===== config.mk =====
export PLATFORM = sky130hd
export DESIGN_NAME = reset_manager
export DESIGN_NICKNAME = d
export VERILOG_FILES = /design/src/rtl/clk_rst_pkg.sv /design/src/rtl/sync_ff.sv /design/src/rtl/reset_manager.sv
export SDC_FILE = /design/constraint.sdc
export NUM_CORES = 1
export LEC_CHECK = 0
export ABC_AREA = 1
export BUFFER_PORTS_ARGS = -buffer_cell sky130_fd_sc_hd__buf_4
export CORE_AREA = 4 4 55 57
export DETAILED_ROUTE_END_ITERATION = 12
export DIE_AREA = 0 0 59 61
export GPL_TIMING_DRIVEN = 1
export PLACE_DENSITY = 0.75
export SKIP_LAST_GASP = 1
export SLEW_MARGIN = 20
export SYNTH_ARGS = -nofsm -noshare
export SYNTH_HDL_FRONTEND = slang
export SYNTH_SLANG_ARGS = --single-unit

===== constraint.sdc =====
create_clock -name iclk_100MHz -period 3.5 [get_ports iclk_100MHz]
set_input_delay 0.35 -clock iclk_100MHz [delete_from_list [all_inputs] [get_ports iclk_100MHz]]
set_output_delay 0.35 -clock iclk_100MHz [all_outputs]
set_load 0.01 [all_outputs]

===== src/rtl/clk_rst_pkg.sv =====
// Shared clock/reset definitions: reset sequencer state encodings and parameter defaults.
package clk_rst_pkg;

   localparam int DEF_SYNC_STAGES = 2;
   localparam int DEF_HOLD_CYCLES = 1024;

   localparam logic [1:0] ST_WAIT_LOCK = 2'd0;
   localparam logic [1:0] ST_HOLD      = 2'd1;
   localparam logic [1:0] ST_RUN       = 2'd2;
   localparam logic [1:0] ST_UNUSED    = 2'd3;

   typedef enum logic [1:0] {
      WAIT_LOCK = ST_WAIT_LOCK,
      HOLD      = ST_HOLD,
      RUN       = ST_RUN,
      UNUSED    = ST_UNUSED
   } rst_state_e;

endpackage


===== src/rtl/sync_ff.sv =====
// Single-bit multi-stage synchroniser with asynchronous active-low clear.
module sync_ff #(
   parameter int STAGES = 2
) (
   input  logic clk,
   input  logic rst_n,
   input  logic din,
   output logic dout
);

   logic [STAGES-1:0] sync_q;
   logic [STAGES-1:0] sync_d;

   // Shift the asynchronous input one stage further each cycle.
   always_comb begin
      sync_d = {sync_q[STAGES-2:0], din};
   end

   // Synchroniser chain, cleared to zero so a reset reads as "not locked".
   always_ff @(posedge clk or negedge rst_n) begin
      if (!rst_n) begin
         sync_q <= '0;
      end else begin
         sync_q <= sync_d;
      end
   end

   assign dout = sync_q[STAGES-1];

endmodule


===== src/rtl/reset_manager.sv =====
// Reset sequencer: waits for a stable MMCM lock, holds reset for a programmable
// number of cycles, then releases a synchronously deasserted reset.
//
//   state     | meaning
//   ----------+------------------------------------------------------------
//   WAIT_LOCK | clock not locked, design held in reset
//   HOLD      | lock seen, counting stable cycles before release
//   RUN       | reset released, oready high
//   UNUSED    | illegal encoding, falls back to WAIT_LOCK
module reset_manager
   import clk_rst_pkg::*;
#(
   parameter int SYNC_STAGES = DEF_SYNC_STAGES,
   parameter int HOLD_CYCLES = DEF_HOLD_CYCLES,
   parameter int CNT_W       = 8
) (
   input  logic             iclk_100MHz,
   input  logic             irst_n,
   input  logic             ilocked,
   input  logic             ireq_soft,
   output logic             orst_n,
   output logic             orst,
   output logic             oready,
   output logic [1:0]       ostate,
   output logic [CNT_W-1:0] olock_lost_cnt
);

   localparam int                HCNT_W    = $clog2(HOLD_CYCLES + 1);
   localparam logic [HCNT_W-1:0] HOLD_LAST = HCNT_W'(HOLD_CYCLES - 1);

   logic              locked_s;
   rst_state_e        state_q,    state_d;
   logic [HCNT_W-1:0] hold_cnt_q, hold_cnt_d;
   logic [CNT_W-1:0]  lost_cnt_q, lost_cnt_d;
   logic              rst_n_q,    rst_n_d;
   logic              ready_q,    ready_d;

   sync_ff #(
      .STAGES (SYNC_STAGES)
   ) u_lock_sync (
      .clk   (iclk_100MHz),
      .rst_n (irst_n),
      .din   (ilocked),
      .dout  (locked_s)
   );

   // Next state, hold timer and lock-loss counter; lock loss always wins over a soft request.
   always_comb begin
      state_d    = state_q;
      hold_cnt_d = hold_cnt_q;
      lost_cnt_d = lost_cnt_q;
      case (state_q)
         WAIT_LOCK: begin
            if (locked_s) begin
               state_d    = HOLD;
               hold_cnt_d = '0;
            end
         end
         HOLD: begin
            if (!locked_s) begin
               state_d = WAIT_LOCK;
            end else if (ireq_soft) begin
               hold_cnt_d = '0;
            end else if (hold_cnt_q == HOLD_LAST) begin
               state_d = RUN;
            end else begin
               hold_cnt_d = hold_cnt_q + 1'b1;
            end
         end
         RUN: begin
            if (!locked_s) begin
               state_d = WAIT_LOCK;
               if (lost_cnt_q != '1) begin
                  lost_cnt_d = lost_cnt_q + 1'b1;
               end
            end else if (ireq_soft) begin
               state_d    = HOLD;
               hold_cnt_d = '0;
            end
         end
         default: begin
            state_d = WAIT_LOCK;
         end
      endcase
      rst_n_d = (state_d == RUN);
      ready_d = (state_d == RUN);
   end

   // State and output registers; outputs follow the next state so they switch with it.
   always_ff @(posedge iclk_100MHz or negedge irst_n) begin
      if (!irst_n) begin
         state_q    <= WAIT_LOCK;
         hold_cnt_q <= '0;
         lost_cnt_q <= '0;
         rst_n_q    <= 1'b0;
         ready_q    <= 1'b0;
      end else begin
         state_q    <= state_d;
         hold_cnt_q <= hold_cnt_d;
         lost_cnt_q <= lost_cnt_d;
         rst_n_q    <= rst_n_d;
         ready_q    <= ready_d;
      end
   end

   assign orst_n         = rst_n_q;
   assign orst           = ~rst_n_q;
   assign oready         = ready_q;
   assign ostate         = state_q;
   assign olock_lost_cnt = lost_cnt_q;

endmodule


-- Yosys cells after proc, flatten, opt, wreduce, memory -nomap -nowiden
Index checks and enable logic that the tools add are counted.
- add/subtract/negate cells: 2
- eq/ne operators: 10
- muxes and demuxes: 14
- bitwise operators: 2
- reductions and logical operators: 4
- operator list (cell ; count):
    $mux 11 ; 6
    $pmux 11 s3 ; 1
    $mux 2 ; 6
    $add 11x1->11 const B ; 1
    $eq 11x10->1 const B ; 1
    $add 8x1->8 const B ; 1
    $ne 8x8->1 const B ; 1
    $ne 2x1->1 const B ; 3
    $pmux 2 s3 ; 1
    $reduce_and 6->1 ; 1
    $eq 2x2->1 const B ; 2
    $ne 3x3->1 const B ; 1
    $reduce_and 3->1 ; 1
    $reduce_bool 3->1 ; 1
    $eq 2x1->1 const B ; 1
    $logic_not 2->1 ; 1
    $ne 2x2->1 const B ; 1
    $not 1->1 ; 2
- register bits after elaboration: 24
- input port bits: 4
- output and inout port bits: 13
- logic and storage cells: 37

-- Longest topological paths before layout
- word-level depth: 6
- depth in mapped cells: 8
- gate-level depth less buffers: 8

-- By module
A second synthesis with hierarchy kept.
- cells, all modules: 153
- area total of the unflattened synthesis: 1312.5 um2
- by module, submodules not included (module ; instances ; cells each ; area an instance (um2) ; seq. area each (um2)):
    reset_manager ; 1 ; 151 ; 1262.5 ; 550.5
    sync_ff ; 1 ; 2 ; 50.0 ; 50.0

-- Worst setup path before layout
OpenSTA, ideal clock, no wires.
- path type: flip-flop to flip-flop
- start: reg lost_cnt_q[1] (netlist: olock_lost_cnt[1])
- end: reg lost_cnt_q[7] (netlist: olock_lost_cnt[7])
- library setup time: 121 ps
- arrival: 1244 ps
- required time: 3379 ps
- setup slack: 2134 ps
- stages on the path, launching flop included: 9
- path buffers: 0
- cell sequence: dfrtp_1 -> ha_1 -> nand3_1 -> nor2_1 -> nand3_1 -> nand2_2 -> inv_2 -> nand2_1 -> o21ai_1
- word-level cells in the longest chain between the ends: 2
- RTL lines (element ; line ; text):
    from (decl) ; reset_manager.sv:34 ; logic [CNT_W-1:0] lost_cnt_q, lost_cnt_d;
    from (signal assigned) ; reset_manager.sv:100 ; lost_cnt_q <= lost_cnt_d;
    parallel branches: the longest is 2 deep, another holds $add 8x1->8 ; n/a ;
Several ways; the timed one is not identified.
A chain may end at the register's enable or synchronous reset.

-- Final worst setup path
- start: reg hold_cnt_q[0]
- end: reg hold_cnt_q[1]
- word-level cells in the longest chain between the ends: 5
- RTL lines (element ; line ; text):
    from (decl) ; reset_manager.sv:33 ; logic [HCNT_W-1:0] hold_cnt_q, hold_cnt_d;
    from (signal assigned) ; reset_manager.sv:99 ; hold_cnt_q <= hold_cnt_d;
    $add 11x1->11 ; reset_manager.sv:67 ; hold_cnt_d = hold_cnt_q + 1'b1;
    $mux 11 ; reset_manager.sv:64 ; end else if (hold_cnt_q == HOLD_LAST) begin
    $mux 11 ; reset_manager.sv:62 ; end else if (ireq_soft) begin
    $mux 11 ; reset_manager.sv:60 ; if (!locked_s) begin
    $pmux 11 s3 ; reset_manager.sv:52 ; case (state_q)
Several ways; a longest one is shown, not always the timed one. The select of a mux whose other input is x is not followed.

==> key figures <==
Run status
  – Status: completed

Critical path
  – Worst EP arrival: 1750 ps
  – Required @ worst endpoint: 3710 ps
  – Critical Path Fanout Max: 22
  – Kind of critical path: flop to flop
  – Reg2Reg Depth: 7
  – Crit. End Element: flop
  – Crit path launch type: flop

Power and ir drop
  – Peak VDD IR: 0.000339 V
  – Leak Pwr: 0.712 nW
  – Pwr Density: 285 nW/µm²

STA
  – Min Tclk post-route: 1540 ps
  – Worst hold slack: 128 ps
  – Slew HR: 79.4%
  – Setup TNS Final: 0 ps
  – Setup violators final: 0
  – RSZ-0062 raised after global routing: no
  – Fin Clk Skew: 7.29 ps
  – Slew Limit Fails: 0
  – Fmax achieved: 0.648 GHz
  – Tcrit/Tclk final: 44.1%
  – Worst-Margin Slew: 310 ps
  – Hold Vio Cnt, Final: 0

GRT
  – First-pass GRT wire length: 4410 µm
  – Total GRT Usage: 16.5%
  – Grt ovf: 0
  – Number of global-route vias before repair: 1,032
  – Initial antenna violation count: 0
  – Largest net degree at the start of global routing: 25

Floorplanning
  – Core footprint: 2480 µm²
  – # rows: 18
  – Die area: 3600 µm²
  – Die X: 59 µm
  – Ports: 17
  – Initial Utilization: 55.1%
  – DIE HEIGHT: 61 µm

Logic synthesis
  – Mapped Cells: 166
  – Number of synthesized flops with an enable pin: 0
  – Synth area leader: dfrtp_1
  – FF+latch count, synth: 24
  – Register area share after synthesis: 44.0%
  – Synth top area share: 44.0%
  – Synthesized area: 1370 µm²
  – Top-count cell post-synth: nand2_1
  – Mean Syn Cell Area: 8.22 µm²
  – Synth Flop Type: dfrtp_1
  – Synth unique cells: 26
  – Post-synth ARST share: 100%
  – Yosys Warn Count: 0
  – Synth top cells by count: nand2_1, dfrtp_1, nand3_1, nor2_1, inv_1
  – Synth top area cells: dfrtp_1, nand2_1, nand3_1
  – Post-Syn Nets: 172

Placement
  – Post-placement cell count: 209
  – Final HPWL DP: 1860 µm
  – Gpl congestion: 0.773
  – IO Port Bufs: 16

Clock tree
  – Worst-path clk slew: 130 ps
  – Post CTS Setup Buffer Count: 0
  – Clock Tree Root: clkbuf_4
  – Post-CTS Hold Buffers: 1
  – H-tree levels: 1
  – Clock sink total: 24
  – CTS tree: built
  – Max Root-Sink Buffers: 2
  – Cts bufs inserted: 3
  – Cts repair resizes: 0
  – Later-pin clock latency in the skew report: 320 ps

Cells and area
  – Share of layout cells above drive strength 1: 23.5%
  – Layout area overhead: 11.5%
  – ANT cells: 0
  – Fin cells: 213
  – # nets final: 191

Drt
  – Vias: 1,076
  – Drt total wl: 2550 µm
  – Routed wl met3: 78 µm
  – Top routing layer in use: met4
  – DRT Pass-1 Iters: 4
  – DR WL/cell: 12.0 µm
  – Routed length on met1: 1160 µm
  – Post-route ant nets: 0
  – Length of routed met2 wiring: 1270 µm
  – Routed vias/inst: 5.05
  – Initial detailed-routing violation count: 35
  – Residual DRC count: 0

Job
  – Number of max-cap violations: 0

Min path
  – Worst hold path class: input pin to flop
  – Hold path depth: 1
==> layer usage <==
| metal | track usage (%) | vias up |
|---|---|---|
| met2 | 28.5 | 11 |
| met3 | 3.83 | 5 |
| met1 | 19.5 | 494 |
| met4 | 7.77 | 0 |
| met5 | 0 | - |
| li1 | - | 566 |
==> registers in the layout (all words and copies together), names as in the netlist <==
signal              count
olock_lost_cnt          8
hold_cnt_q             11
u_lock_sync.sync_q      2
oready                  1
ostate                  2
==> per-stage QoR <==
step	utilization (%)	setup slack, ps	instance area, µm²	power, W
CTS	61.4	1940	1520	0.000441
finish	61.4	1960	1520	0.000433
floorplan	-	2130	1370	0.000305
detailed placement	60.1	2000	1490	0.000315
global route	61.4	1830	1520	0.000460
global placement	60.1	2050	1490	0.000314
==> worst max-delay path, stage by stage (launching register included) <==
cell     delay [ps]
dfrtp_1         430
ha_1            240
nand2_2         110
nor2_4           60
nand4_4         110
nand3_4         250
nand2_1         140
o21ai_0          90
==> cell families (layout without fill, tap and decap cells) <==
logic type	count (synthesis)	in the layout	share of synthesized area, %
simple gates	93	93	32.4
flops	24	24	44.0
compound gates	21	21	10.4
buf+inv	19	36	6.87
xor+xnor	7	7	4.49
fa+ha+maj	2	2	1.83
==> cell usage in the layout (no fill, tap or decap) <==
cell           count
nand2_1           51
dfrtp_1           24
nand3_1           18
buf_4             16
nor2_1            12
inv_1             11
o21ai_2            7
o21ai_1            6
inv_2              5
xor2_1             4
nand2_2            3
o21ai_0            3
xnor2_1            3
clkbuf_4           3
nor2_2             2
nor2_4             2
a21boi_0           2
a21oi_1            2
ha_1               2
nand4_4            1
a21boi_2           1
nand3_4            1
or2_2              1
or2_1              1
nor3_2             1
dlygate4sd3_1      1
==> worst paths after layout <==
check	startpoint	to	slack, ps
worst max-delay path	hold_cnt_q[0]$_DFFE_PN0P_	hold_cnt_q[1]$_DFFE_PN0P_	1960
worst min-delay path	ilocked	u_lock_sync.sync_q[0]$_DFF_PN0_	130
worst max register to register	hold_cnt_q[0]$_DFFE_PN0P_	hold_cnt_q[1]$_DFFE_PN0P_	1960
worst min register to register	u_lock_sync.sync_q[0]$_DFF_PN0_	u_lock_sync.sync_q[1]$_DFF_PN0_	370
max in group asynchronous	irst_n	hold_cnt_q[4]$_DFFE_PN0P_	2820
min in group asynchronous	irst_n	hold_cnt_q[9]$_DFFE_PN0P_	440
==> report_power, final <==
part / switching, W / internal, W
sequential: 0.00000289 / 0.000281
combinational: 0.0000179 / 0.00000849
clock: 0.0000831 / 0.0000404
==> cell type report <==
type	instances	area, µm²
fill	219	956
multi-input combinational	123	671
sequential	24	601
timing repair buffer	17	130
inverter	16	60.1
tap	30	37.5
clock buffer	3	22.5
Note: power is estimated with default switching activity, not from simulation.
